### src/rtl/spi_serializer.sv
`default_nettype none
// ============================================================================
// Module   : spi_serializer
// Brief    : Write-only SPI mode-0 master; a rising edge on ld shifts out the
//            low FRAME_BITS of Data_Register with CS held low for the frame.
//            Optional macro SPI_SERIALIZER_LSB_FIRST_EN selects LSB-first order.
// Revision : 1.0  initial release
// ============================================================================
module spi_serializer #(
    parameter int FRAME_BITS = 24,
    parameter int CLK_DIV    = 4,
    parameter int CS_GAP     = 4
) (
    input  logic        clk,
    input  logic        rst,
    input  logic [31:0] Data_Register,
    input  logic        ld,
    output logic        DataBit,
    output logic        SPI_clk,
    output logic        CS
);

    localparam int DIV_W = (CLK_DIV > 1) ? $clog2(CLK_DIV) : 1;
    localparam int GAP_W = (CS_GAP > 1) ? $clog2(CS_GAP) : 1;
    localparam int BIT_W = $clog2(FRAME_BITS + 1);

    localparam logic [DIV_W-1:0] C_DIV_LAST = DIV_W'(CLK_DIV - 1);
    localparam logic [GAP_W-1:0] C_GAP_LAST = GAP_W'(CS_GAP - 1);
    localparam logic [BIT_W-1:0] C_BIT_LAST = BIT_W'(FRAME_BITS);

    typedef enum logic [1:0] {
        IDLE  = 2'd0,
        SHIFT = 2'd1,
        GAP   = 2'd2
    } state_t;

    state_t                state_q,  state_d;
    logic                  ld_q,     ld_d;
    logic                  cs_q,     cs_d;
    logic                  sclk_q,   sclk_d;
    logic                  dbit_q,   dbit_d;
    logic [FRAME_BITS-1:0] shreg_q,  shreg_d;
    logic [DIV_W-1:0]      div_q,    div_d;
    logic [BIT_W-1:0]      bits_q,   bits_d;
    logic [GAP_W-1:0]      gap_q,    gap_d;

    logic                  start;
    logic [FRAME_BITS-1:0] frame_word;
    logic                  load_bit;
    logic [FRAME_BITS-1:0] load_rest;
    logic                  next_bit;
    logic [FRAME_BITS-1:0] shift_rest;
    logic                  unused_data;

    assign start       = ld & ~ld_q;
    assign frame_word  = Data_Register[FRAME_BITS-1:0];
    // Bits above FRAME_BITS-1 are deliberately ignored.
    assign unused_data = ^Data_Register;

    // The first bit goes straight to DataBit; the shift register holds the rest.
`ifdef SPI_SERIALIZER_LSB_FIRST_EN
    assign load_bit   = frame_word[0];
    assign load_rest  = frame_word >> 1;
    assign next_bit   = shreg_q[0];
    assign shift_rest = shreg_q >> 1;
`else
    assign load_bit   = frame_word[FRAME_BITS-1];
    assign load_rest  = frame_word << 1;
    assign next_bit   = shreg_q[FRAME_BITS-1];
    assign shift_rest = shreg_q << 1;
`endif

    always_comb begin
        state_d = state_q;
        ld_d    = ld;
        cs_d    = cs_q;
        sclk_d  = sclk_q;
        dbit_d  = dbit_q;
        shreg_d = shreg_q;
        div_d   = div_q;
        bits_d  = bits_q;
        gap_d   = gap_q;

        case (state_q)
            IDLE: begin
                if (start) begin
                    state_d = SHIFT;
                    cs_d    = 1'b0;
                    sclk_d  = 1'b0;
                    dbit_d  = load_bit;
                    shreg_d = load_rest;
                    div_d   = '0;
                    bits_d  = '0;
                end
            end

            SHIFT: begin
                if (div_q == C_DIV_LAST) begin
                    div_d = '0;
                    if (!sclk_q) begin
                        sclk_d = 1'b1;
                        bits_d = bits_q + BIT_W'(1);
                    end else if (bits_q == C_BIT_LAST) begin
                        // Falling edge after the last bit closes the frame.
                        state_d = GAP;
                        cs_d    = 1'b1;
                        sclk_d  = 1'b0;
                        dbit_d  = 1'b0;
                        gap_d   = '0;
                    end else begin
                        sclk_d  = 1'b0;
                        dbit_d  = next_bit;
                        shreg_d = shift_rest;
                    end
                end else begin
                    div_d = div_q + DIV_W'(1);
                end
            end

            GAP: begin
                if (gap_q == C_GAP_LAST) begin
                    state_d = IDLE;
                end else begin
                    gap_d = gap_q + GAP_W'(1);
                end
            end

            default: begin
                state_d = IDLE;
                cs_d    = 1'b1;
                sclk_d  = 1'b0;
                dbit_d  = 1'b0;
            end
        endcase
    end

    always_ff @(posedge clk) begin
        if (rst) begin
            state_q <= IDLE;
            ld_q    <= 1'b0;
            cs_q    <= 1'b1;
            sclk_q  <= 1'b0;
            dbit_q  <= 1'b0;
            shreg_q <= '0;
            div_q   <= '0;
            bits_q  <= '0;
            gap_q   <= '0;
        end else begin
            state_q <= state_d;
            ld_q    <= ld_d;
            cs_q    <= cs_d;
            sclk_q  <= sclk_d;
            dbit_q  <= dbit_d;
            shreg_q <= shreg_d;
            div_q   <= div_d;
            bits_q  <= bits_d;
            gap_q   <= gap_d;
        end
    end

    assign CS      = cs_q;
    assign SPI_clk = sclk_q;
    assign DataBit = dbit_q;

endmodule
`default_nettype wire

### config.mk
export PLATFORM = sky130hd
export DESIGN_NAME = spi_serializer
export DESIGN_NICKNAME = d
export VERILOG_FILES = /design/src/rtl/spi_serializer.sv
export SDC_FILE = /design/constraint.sdc
export NUM_CORES = 1
export LEC_CHECK = 0
export BUFFER_PORTS_ARGS = -buffer_cell sky130_fd_sc_hd__clkbuf_2
export CAP_MARGIN = 20
export CORE_ASPECT_RATIO = 1.1
export CORE_MARGIN = 2
export CORE_UTILIZATION = 49
export DETAILED_ROUTE_END_ITERATION = 16
export GPL_TIMING_DRIVEN = 0
export PLACE_DENSITY_LB_ADDON = 0.08
export SYNTH_ARGS = -nofsm -noshare
export SYNTH_HDL_FRONTEND = slang
export SYNTH_SLANG_ARGS = --single-unit
### constraint.sdc
create_clock -name clk -period 1.5 [get_ports clk]
set_input_delay 0.075 -clock clk [delete_from_list [all_inputs] [get_ports clk]]
set_output_delay 0.075 -clock clk [all_outputs]
set_load 0.005 [all_outputs]
## Yosys cells after proc, flatten, opt, wreduce, memory -nomap -nowiden

Index checks and enable logic that the tools add are counted.

- Register bits after elaboration: 39
- Latch bits: 0
- Bits in writable memories: 0
- ROM bits: 0
- Input port bits: 35
- Output and inout bits: 3
- Logic and storage cells: 75
- Memories: 0

- Add/subtract/negate cells: 3
- $mul: 0
- Div/mod/pow operators: 0
- Magnitude comparators: 0
- Equality and inequality tests: 13
- Shifts and indexed selects: 0
- Mux-type cells: 36
- Bitwise gates (word level): 3
- Reductions and logical operators: 11

Operators with widths:

| kind | count |
|---|---|
| $mux 24 | 4 |
| $pmux 24 s2 | 1 |
| $mux 2 | 11 |
| $reduce_and 5->1 | 4 |
| $ne 2x2->1 const B | 8 |
| $mux 5 | 3 |
| $mux 1 | 10 |
| $pmux 5 s2 | 1 |
| $pmux 1 s3 | 3 |
| $pmux 2 s2 | 2 |
| $reduce_and 4->1 | 2 |
| $eq 2x2->1 const B | 3 |
| $pmux 2 s3 | 1 |
| $add 5x1->5 const B | 1 |
| $eq 5x5->1 const B | 1 |
| $add 2x1->2 const B | 2 |
| $reduce_bool 2->1 | 2 |
| $reduce_and 3->1 | 1 |
| $eq 2x1->1 const B | 1 |
| $logic_not 2->1 | 1 |
| $not 1->1 | 2 |
| $reduce_and 2->1 | 1 |
| $and 1x1->1 | 1 |

## Depth between registers and ports, before layout

Gate-level depths: netlist of the first run.

- Depth in word-level cells: 5
- Mapped depth: 8
- Mapped depth without buffers: 6

## Worst setup path before layout of the first run

Ideal clock, no wire load.

- Path kind: register to register
- Start point: register bits_q[0]
- End point: register cs_q (netlist: CS)
- Setup time: 0.134 ns
- Arrival time: 1.468 ns
- Data required time: 1.366 ns
- Slack: -0.103 ns
- Cell stages (with the launch flop): 7
- Path buffers: 0
- Period minus slack after synthesis: 1.603 ns
- Cell sequence: dfxtp_1 -> inv_1 -> ha_1 -> and4b_1 -> nand2_1 -> and3_1 -> or4_1

- Word-level cells in the longest chain between the ends: 3

RTL lines:

| element | RTL line | RTL |
|---|---|---|
| from (decl) | 44 | `logic [BIT_W-1:0] bits_q, bits_d;` |
| from (signal assigned) | 156 | `bits_q <= bits_d;` |
| $eq 5x5->1 | 103 | `end else if (bits_q == C_BIT_LAST) begin` |
| $ne 2x2->1 (no source line) | - |  |
| $reduce_and 5->1 (no source line) | - |  |
| to (signal assigned) | 151 | `cs_q <= cs_d;` |
| to (decl) | 39 | `logic cs_q, cs_d;` |

No other way between the ends.
A chain may end at the register's enable or synchronous reset.

## Final worst setup path of the first run

Same ends and word-level chain as after synthesis.

==> out/metrics.csv, run 1 <==
metric,value,unit
status,finished with violations,
failed_checks,setup timing,
critical_path_class,flop to flop,
fin_hold_ws,0.0493,ns
start_kind,flop,
r2r_slack,-0.11,ns
cp.depth,6,
cpPeakStageDelay,0.46,ns
syn_area_per_cell,8.75,sq um
grt_pass1_wl,7280,microns
cp-end-kind,flop,
postLayoutCellArea,2480,sq um
worstMarginPinSlew,0.707,ns
synth-edff-count,0,
synthAdderAreaFrac,2.60,%
num-fill-cells,332,
final-seq-area,768,sq um
rsz0062_at_grt,yes,
slowest_stage,or4_1,
synth_mux_area_share,0,%
synth_cells,220,
synth_ff_type,dfxtp_1,
wl_per_cell,13.9,microns
cts-root-buf,clkbuf_8,
cts_hold_buf,0,
final_cells,318,
totalWireLength,4420,microns
crit_fanout,3,
clk_latency,0.29,ns
die_width,63.8,microns
tns,-0.957,ns
r2r-end,CS,
synth.largest_area_cell,dfxtp_1,
vias_per_cell,5.36,
path_delay_family,simple AND/OR/NAND/NOR gates,
hold_class,input port to flop,
numPortBuffers,28,
cts_tree,yes,
synthXorXnorAreaFrac,1.82,%
io_pins,38,
synth_async_sr_flop_share,0,%
crit_arrival,1.78,ns
diodes,0,
cts.htree.levels,2,
hold_viol,0,
synth_area,1920,sq um
die-area,4440,sq um
multi_input_area,1110,sq um
initialDrtViolationCount,143,
worstPathCellList,inv_2 -> ha_4 -> and4b_1 -> nand2_1 -> and3_1 -> or4_1,
cts_sinks,38,
vias,1706,
yosysMostFrequentCell,nand2_1,
power.leakage,0.000980,uW
period_share,107,%
critPathLaunch,bits_q[0],
max_freq,0.621,GHz
drv_slew,0,
firstDrtPassIters,4,
synthToLayoutAreaGrowth,28.7,%
finalWeightedCongestion,0.783,
cap_violations,0,
clock_skew,0.00632,ns
endpoint,CS,
grt_use_total,20.4,%
yosys.area.top_type_share,39.5,%
r2r_start,bits_q[0],
synth.area.top_cells,"dfxtp_1 40%, a311oi_2 13%, nand2_1 9.8%",
post-route-min-period,1.61,ns
synthSimpleGateAreaFrac,28.8,%
overflow,0,
route.detailed.drc,0,
worst_slack,-0.109,ns
synth_compound_area_share,20.9,%
core_area,3710,sq um
ant_nets,0,
synth_top_family_by_area,simple AND/OR/NAND/NOR gates,
crit_required,1.67,ns
ys_seq_area_share,39.5,%
initial_core_util,51.8,%
grt_max_degree,12,
power,2350,uW
layout.nets,306,
dpl.cell_count,298,
antenna_found_initial,0,
hpwl,2790,microns
grt_pass1_vias,1594,
clkTransAtPathRegs,0.08,ns
setup_viol,24,
std_cell_rows,23,
power.density,949,nW/um^2
synth_common_cells,"50 x nand2_1, 38 x dfxtp_1, 24 x nor2_1, 17 x a311oi_2, 11 x clkbuf_1",
ys_seq_elements,38,
chipHeight,69.7,microns
cts_buffer_depth,2,
cts_buffers,5,
path_buf_inv,1,
irDropWorstVdd,0.655,mV
dpl_cell_area,2140,sq um
syn_nets,259,
yosysUniqueCellTypes,37,
relSlewSlack,52.9,%
yosysWarnings,0,
layout-drive-gt1-share,39.9,%
rr_worst_depth,6,
kinds of logic (layout without fill, tap and decap cells):
| group | Yosys count | in the layout |
|---|---|---|
| xor+xnor | 4 | 4 |
| buf+inv | 22 | 70 |
| fa+ha+maj | 4 | 4 |
| simple gates | 113 | 113 |
| flops | 38 | 38 |
| compound gates | 39 | 39 |
sequential cells by signal, summed over array words and instances, names as in the netlist:
| register | flops |
|---|---|
| state_q | 2 |
| DataBit | 1 |
| gap_q | 2 |
| shreg_q | 23 |
| ld_q | 1 |
| CS | 1 |
| div_q | 2 |
| bits_q | 5 |
| SPI_clk | 1 |
stage by stage:
stage                     setup WS [ns]  util, %
after global placement           -0.269     57.7
after detailed placement         -0.311     57.7
after global routing             -0.179     66.7
after floorplan                -0.00791        -
final                            -0.109     66.7
after CTS                       -0.0748     64.7
worst reg2reg max path: cells and delay by family, from the launching register on:
kind	cells	cell delay, ns
fa+ha+maj	1	0.12
buf+inv	1	0.08
flops	1	0.33
simple gates	4	0.96
worst min-delay path by stage:
stage / startpoint / endpoint / slack, ns / cells past startpoint
after floorplan: ld / ld_q / 0.20 / 1
after global placement: ld / ld_q / 0.33 / 2
after detailed placement: Data_Register[21] / shreg_q[22] / 0.34 / 3
after CTS: Data_Register[21] / shreg_q[22] / 0.04 / 3
after global routing: Data_Register[7] / shreg_q[8] / 0.05 / 3
final: Data_Register[18] / shreg_q[19] / 0.05 / 3
cells in the final DEF (no fill, tap or decap), types with 2 or more instances in the layout:
| master | netlist | layout |
|---|---|---|
| a21oi_1 | 7 | 6 |
| a311oi_2 | 17 | 21 |
| a31oi_1 | 2 | 2 |
| buf_4 | 4 | 12 |
| buf_6 | 3 | 4 |
| buf_8 | 0 | 4 |
| clkbuf_1 | 11 | 6 |
| clkbuf_2 | 0 | 28 |
| clkbuf_4 | 0 | 3 |
| clkbuf_8 | 0 | 8 |
| dfxtp_1 | 38 | 34 |
| dfxtp_2 | 0 | 3 |
| ha_1 | 4 | 2 |
| inv_2 | 0 | 2 |
| nand2_1 | 50 | 50 |
| nand3_1 | 3 | 2 |
| nand4_1 | 3 | 3 |
| nor2_1 | 24 | 23 |
| nor2_2 | 7 | 8 |
| nor2b_1 | 6 | 6 |
| nor3_1 | 3 | 3 |
| nor3b_1 | 4 | 2 |
| nor3b_2 | 0 | 2 |
| o21ai_0 | 2 | 2 |
| or3_1 | 2 | 2 |
| or4_1 | 2 | 2 |
| xor2_1 | 4 | 4 |
power by group:
| group | leakage, uW | total (uW) | internal [uW] | switching, uW |
|---|---|---|---|---|
| sequential | 0.000314 | 1110 | 1070 | 38.9 |
| clock | 0.0000575 | 826 | 464 | 362 |
| combinational | 0.000608 | 415 | 196 | 218 |
| total | 0.000980 | 2350 | 1730 | 619 |
layer usage:
layer | GRT usage [%] | routed length, microns | vias to the layer above
li1 | - | - | 868
met1 | 26.7 | 2060 | 805
met2 | 33.2 | 2150 | 28
met3 | 5.03 | 156 | 5
met4 | 5.80 | 49 | 0
met5 | 0 | 0 | -
cell type report:
cell class	instances	share of cell area (%)
repair buffers	43	11.2
well taps	50	2.53
clock buffers	8	4.44
multi-input cells	160	44.9
plain buffers	16	5.45
flip-flops and latches	38	31.0
inverters	3	0.455
timing repair:
action,4_1_cts,5_1_grt
resized for setup,17,14
setup endpoints to repair,33,32
buffers inserted,11,2
gates cloned,2,0
pin swaps,3,4
Power figures use the tool's default switching activity.
==> run 2: changes to the inputs <==
--- a/config.mk
+++ b/config.mk
@@ -7,9 +7,11 @@
 export LEC_CHECK = 0
 export BUFFER_PORTS_ARGS = -buffer_cell sky130_fd_sc_hd__clkbuf_2
 export CAP_MARGIN = 20
+export CELL_PAD_IN_SITES_DETAIL_PLACEMENT = 1
+export CELL_PAD_IN_SITES_GLOBAL_PLACEMENT = 1
 export CORE_ASPECT_RATIO = 1.1
 export CORE_MARGIN = 2
-export CORE_UTILIZATION = 49
+export CORE_UTILIZATION = 37
 export DETAILED_ROUTE_END_ITERATION = 16
 export GPL_TIMING_DRIVEN = 0
 export PLACE_DENSITY_LB_ADDON = 0.08
==> run 2 against run 1 <==
Critical path depth is 2 higher. Sequential share of layout area rose by 0.063 points. Worst setup slack improved by 0.042 ns. Clock-buffer cell count down 1. Worst hold slack got worse by 0.0084 ns. The run still ends with setup timing left. Utilization is 17 points lower. Largest power group unchanged. Maximum frequency increased by 2.7%.
==> out/metrics.csv, run 2 (synthesis results as in run 1) <==
metric,value,unit,change
status,finished with violations,,
failed_checks,setup timing,,
worstPathCellList,inv_2 -> ha_4 -> nand4b_1 -> a41o_1 -> buf_6 -> buf_12 -> o21a_1 -> nor2_1,,
largest_register,shreg_q,,
irDropWorstVdd,0.470,mV,-28%
antenna_found_initial,0,,unchanged
initialDrtViolationCount,41,,-71%
vias,1740,,+2.0%
r2r-end,shreg_q[1],,
layout.nets,304,,-0.65%
hold_viol,0,,unchanged
cts_hold_buf,0,,unchanged
postLayoutCellArea,2470,sq um,-0.20%
grt_use_total,19.4,%,-1.0 points
dpl_cell_area,2150,sq um,+0.47%
layout-drive-gt1-share,43.2,%,+3.3 points
route.detailed.drc,0,,unchanged
chipHeight,79.6,microns,+14%
pre_cts_slack,-0.345,ns,-0.0344 ns
diodes,0,,unchanged
hpwl,3340,microns,+19%
cts.htree.levels,2,,unchanged
rr_worst_depth,8,,+2
grt_pass1_wl,8680,microns,+19%
final_cell_mix,"49 x nand2_1, 34 x dfxtp_1, 31 x clkbuf_2, 21 x a311oi_2, 19 x nor2_2",,
synthToLayoutAreaGrowth,28.5,%,
cts_buffers,5,,unchanged
multi_input_area,1140,sq um,+2.2%
final_cells,324,,+1.9%
post-route-min-period,1.57,ns,-0.0421 ns
vias_per_cell,5.37,,+0.10%
grt_util_met3,3.91,%,-1.1 points
fin_hold_ws,0.0410,ns,-0.00839 ns
cts_tree,yes,,
critical_path_class,flop to flop,,
setup_viol,24,,unchanged
totalWireLength,5080,microns,+15%
cap_violations,0,,unchanged
crit_fanout,10,,+7
cts_sinks,38,,unchanged
cts_buffer_depth,2,,unchanged
worstMarginPinSlew,0.732,ns,+0.0254 ns
period_share,104,%,-2.8 points
rsz0062_at_grt,yes,,
die-area,5790,sq um,+30%
power.density,931,nW/um^2,-1.9%
grt_pass1_vias,1813,,+14%
crit_arrival,1.80,ns,+0.02 ns
reg_top3,"shreg_q: 23 flops, bits_q: 5 flops",,
r2r_slack,-0.07,ns,+0.04 ns
slowest_stage,dfxtp_2,,
io_pins,38,,unchanged
ant_nets,0,,unchanged
num-fill-cells,604,,+82%
met2_usage,33.7,%,+0.51 points
hold_start,ld,,
core_area,5000,sq um,+35%
crit_required,1.73,ns,+0.06 ns
finalWeightedCongestion,0.769,,-1.9%
tns,-0.893,ns,+0.0648 ns
worst_slack,-0.0672,ns,+0.0421 ns
cpPeakStageDelay,0.33,ns,-0.13 ns
drv_slew,0,,unchanged
clk_latency,0.30,ns,about the same
numPortBuffers,28,,unchanged
clock_skew,0.00825,ns,+0.00193 ns
relSlewSlack,51.2,%,-1.7 points
clkTransAtPathRegs,0.08,ns,about the same
cp-end-kind,flop,,
grt_max_degree,12,,unchanged
die_width,72.8,microns,+14%
worst_hold_path.num_cells,2,,-1
final-seq-area,768,sq um,unchanged
largest_reg_flops,23,,unchanged
use_met1,23.9,%,-2.8 points
firstDrtPassIters,4,,unchanged
r2r_start,bits_q[0],,
hold_class,input port to flop,,
overflow,0,,unchanged
start_kind,flop,,
whs_endpoint,ld_q,,
std_cell_rows,27,,+17%
power.leakage,0.000964,uW,-1.6%
final_common_cell,nand2_1,,
dpl.cell_count,306,,+2.7%
max_freq,0.638,GHz,+2.7%
initial_core_util,38.5,%,-13 points
wl_per_cell,15.7,microns,+13%
grt.busiest_layer,met2,,
cts-root-buf,clkbuf_8,,
-- run 2: critical path: cells and delay by family (launching register included) --
| kind | cells | cell delay [ns] |
|---|---|---|
| AOI/OAI and AO/OA | 2 | 0.43 |
| adders and majority gates | 1 | 0.13 |
| buffers and inverters | 3 | 0.37 |
| DFF | 1 | 0.33 |
| and+or+nand+nor | 2 | 0.23 |
-- run 2: timing repair --
item | CTS | global route
gates resized for setup | 22 | 18
endpoints found under the hold margin | 0 | 0
pin swaps | 10 | 3
cloned | 1 | 0
setup buffers | 12 | 0
endpoints found under the setup margin | 34 | 30
-- run 2: through the flow --
step	util (%)	power (uW)
after floorplan	-	1390
after global placement	43.0	1490
after detailed placement	43.0	1500
after CTS	48.1	2290
after global routing	49.4	2440
final	49.4	2300
-- run 2: final cells by class --
type | instances | area share [%]
buffer | 16 | 5.41
clock buffer | 7 | 3.49
clock inverter | 1 | 0.202
inverter | 3 | 0.455
multi-input combinational | 160 | 46.0
sequential | 38 | 31.1
tap | 58 | 2.94
timing repair buffer | 41 | 10.4
-- run 2: report_power, final --
part / leakage, uW / switching, uW / internal, uW
logic: 0.000602 / 228 / 205
clock network: 0.0000482 / 377 / 371
registers: 0.000314 / 48.3 / 1070
total: 0.000964 / 653 / 1650
-- run 2: worst max-delay path by stage --
stage	start	to	slack, ns	depth (start not counted)
4_1_cts	bits_q[0]	shreg_q[1]	-0.06	8
2_1_floorplan	bits_q[1]	CS	-0.008	6
3_3_place_gp	state_q[1]	shreg_q[18]	-0.31	6
5_1_grt	bits_q[0]	shreg_q[11]	-0.16	7
6_report	bits_q[0]	shreg_q[1]	-0.07	8
3_5_place_dp	state_q[1]	shreg_q[18]	-0.35	6
-- run 2: per-layer routing --
| layer | share of wire, % | vias to the layer above |
|---|---|---|
| met2 | 51 | 29 |
| li1 | - | 862 |
| met1 | 45 | 845 |
| met3 | 3.4 | 4 |
| met5 | 0 | - |
| met4 | 0.75 | 0 |
==> run 3: changes to the inputs <==
--- a/config.mk
+++ b/config.mk
@@ -5,14 +5,14 @@
 export SDC_FILE = /design/constraint.sdc
 export NUM_CORES = 1
 export LEC_CHECK = 0
-export BUFFER_PORTS_ARGS = -buffer_cell sky130_fd_sc_hd__clkbuf_2
 export CAP_MARGIN = 20
 export CELL_PAD_IN_SITES_DETAIL_PLACEMENT = 1
 export CELL_PAD_IN_SITES_GLOBAL_PLACEMENT = 1
 export CORE_ASPECT_RATIO = 1.1
 export CORE_MARGIN = 2
-export CORE_UTILIZATION = 37
+export CORE_UTILIZATION = 25
 export DETAILED_ROUTE_END_ITERATION = 16
+export DONT_BUFFER_PORTS = 1
 export GPL_TIMING_DRIVEN = 0
 export PLACE_DENSITY_LB_ADDON = 0.08
 export SYNTH_ARGS = -nofsm -noshare
==> run 3 against run 2 <==
The flow still finishes with violations (setup timing). Sequential cell count unchanged. First-iteration DRC count shrank 56%. Worst hold slack lost 0.025 ns. Combinational power rose by 4%. Critical path type unchanged. Utilization shrank 14 points. Worst setup slack worse by 0.024 ns. Largest power group unchanged. Non-clock buffer count down 5. Sequential share of layout area fell by 2.1 points. Clock power rose by 2%. Sequential power hardly changed. Highest routed layer unchanged.
==> out/metrics.csv, run 3 (synthesis results as in run 1) <==
metric,value,unit,change
status,finished with violations,,
failed_checks,setup timing,,
io_pins,38,,unchanged
final_util,35.4,%,-14 points
layout-drive-gt1-share,31.8,%,-11 points
initial_core_util,25.7,%,-13 points
grt_pass1_vias,1756,,-3.1%
crit_required,1.70,ns,-0.03 ns
grt_max_degree,13,,+1
vias_per_cell,4.63,,-14%
route.detailed.drc,0,,unchanged
critical_path_class,flop to flop,,
numPortBuffers,0,,-100%
hold_class,input port to flop,,
setup_viol,24,,unchanged
cts_sinks,38,,unchanged
overflow,0,,unchanged
max_freq,0.629,GHz,-1.5%
rsz0062_at_grt,yes,,
vias,1695,,-2.6%
totalWireLength,5080,microns,+0.12%
firstDrtPassIters,4,,unchanged
start_kind,flop,,
whs_endpoint,shreg_q[1],,
period_share,106,%,+1.6 points
final_common_cell,nand2_1,,
grt_pass1_wl,8630,microns,-0.63%
rr_worst_depth,7,,-1
clock_skew,0.00838,ns,+0.000125 ns
largest_reg_flops,23,,unchanged
die_width,87.7,microns,+20%
die-area,8420,sq um,+45%
cts_buffers,5,,unchanged
cts_tree,yes,,
diodes,0,,unchanged
grt_use_total,13.3,%,-6.1 points
final_cell_mix,"50 x nand2_1, 34 x dfxtp_1, 23 x dlygate4sd3_1, 18 x a311oi_2, 14 x nor2_1",,
clkTransAtPathRegs,0.08,ns,about the same
pre_cts_slack,-0.418,ns,-0.0723 ns
wl_per_cell,13.9,microns,-11%
core_area,7470,sq um,+49%
hold_viol,0,,unchanged
power.leakage,0.000956,uW,-0.86%
tns,-1.34,ns,-0.446 ns
clk_latency,0.29,ns,about the same
chipHeight,96.0,microns,+21%
layout.nets,299,,-1.6%
worstMarginPinSlew,0.731,ns,-0.00122 ns
hpwl,3430,microns,+2.9%
r2r-end,shreg_q[13],,
drv_slew,0,,unchanged
relSlewSlack,51.3,%,+0.081 points
crit_fanout,6,,-4
r2r_slack,-0.09,ns,-0.02 ns
initialDrtViolationCount,18,,-56%
ant_nets,0,,unchanged
reg_top3,"shreg_q: 23 flops, bits_q: 5 flops",,
fin_hold_ws,0.0163,ns,-0.0246 ns
crit_arrival,1.79,ns,about the same
power.density,881,nW/um^2,-5.4%
finalWeightedCongestion,0.694,,-9.8%
worst_hold_path.num_cells,3,,+1
irDropWorstVdd,0.352,mV,-25%
worst_slack,-0.0910,ns,-0.0238 ns
post-route-min-period,1.59,ns,+0.0238 ns
antenna_found_initial,0,,unchanged
cts.htree.levels,2,,unchanged
hold_start,Data_Register[0],,
r2r_start,state_q[1],,
std_cell_rows,33,,+22%
largest_register,shreg_q,,
cts-root-buf,clkbuf_8,,
power,2330,uW,+1.4%
cp-end-kind,flop,,
cts_buffer_depth,2,,unchanged
synthToLayoutAreaGrowth,37.6,%,
cap_violations,0,,unchanged
==> run 3: changes by cell type in the layout (fill, tap and decap cells not counted), moves of 2 or more <==
cell | before | now
clkbuf_2 | 31 | 2
dlygate4sd3_1 | 0 | 23
nor2_2 | 19 | 12
nor2_4 | 1 | 5
a311oi_1 | 1 | 4
a311oi_2 | 21 | 18
buf_4 | 13 | 10
nor2_1 | 11 | 14
clkbuf_4 | 1 | 3
==> run 3: area by class of cell <==
type                    instances  area (sq um)
clock buffers                   6          82.6
fillers                       883          4820
clock inverters                 2          12.5
repair buffers                 35           355
multi-input cells             160          1140
plain buffers                  17           144
well taps                     105           131
flip-flops and latches         38           768
inverters                       3          11.3
==> run 3: through the flow <==
stage	instance area [sq um]	std cells
6_report	2650	366
5_1_grt	2650	366
4_1_cts	2560	365
3_5_place_dp	2070	325
3_3_place_gp	2070	325
2_1_floorplan	1940	220
==> run 3: routing by layer <==
layer | up-vias | GRT usage [%] | routed length [microns]
met3 | 4 | 3.52 | 152
met2 | 25 | 21.3 | 2390
met4 | 0 | 3.85 | 51
li1 | 851 | - | -
met5 | - | 0 | 0
met1 | 815 | 17.6 | 2490
==> run 3: power breakdown <==
group	internal (uW)	total (uW)	switching, uW
clock network	370	760	390
logic	229	449	220
registers	1070	1120	52.0
==> run 3: critical path, cell delays in order, from the launching register on <==
cell and delay (ns):
dfxtp_2 0.33, buf_6 0.12, nor4b_4 0.32, a41o_1 0.18, buf_6 0.17, buf_12 0.13, nor2_2 0.04, a311oi_2 0.21
==> run 3: how the worst max path moves through the flow <==
| stage | startpoint | end |
|---|---|---|
| after floorplan | bits_q[1] | CS |
| after global placement | state_q[1] | shreg_q[17] |
| after detailed placement | state_q[1] | shreg_q[18] |
| after CTS | state_q[1] | shreg_q[17] |
| after global routing | state_q[1] | shreg_q[17] |
| final | state_q[1] | shreg_q[13] |
==> run 3: timing repair <==
item | CTS | global route
endpoints found under the hold margin | 23 | 0
pin swaps | 4 | 17
hold buffers | 23 | 0
gates resized for setup | 28 | 15
buffers inserted | 9 | 0
cloned | 2 | 1
endpoints found under the setup margin | 34 | 31
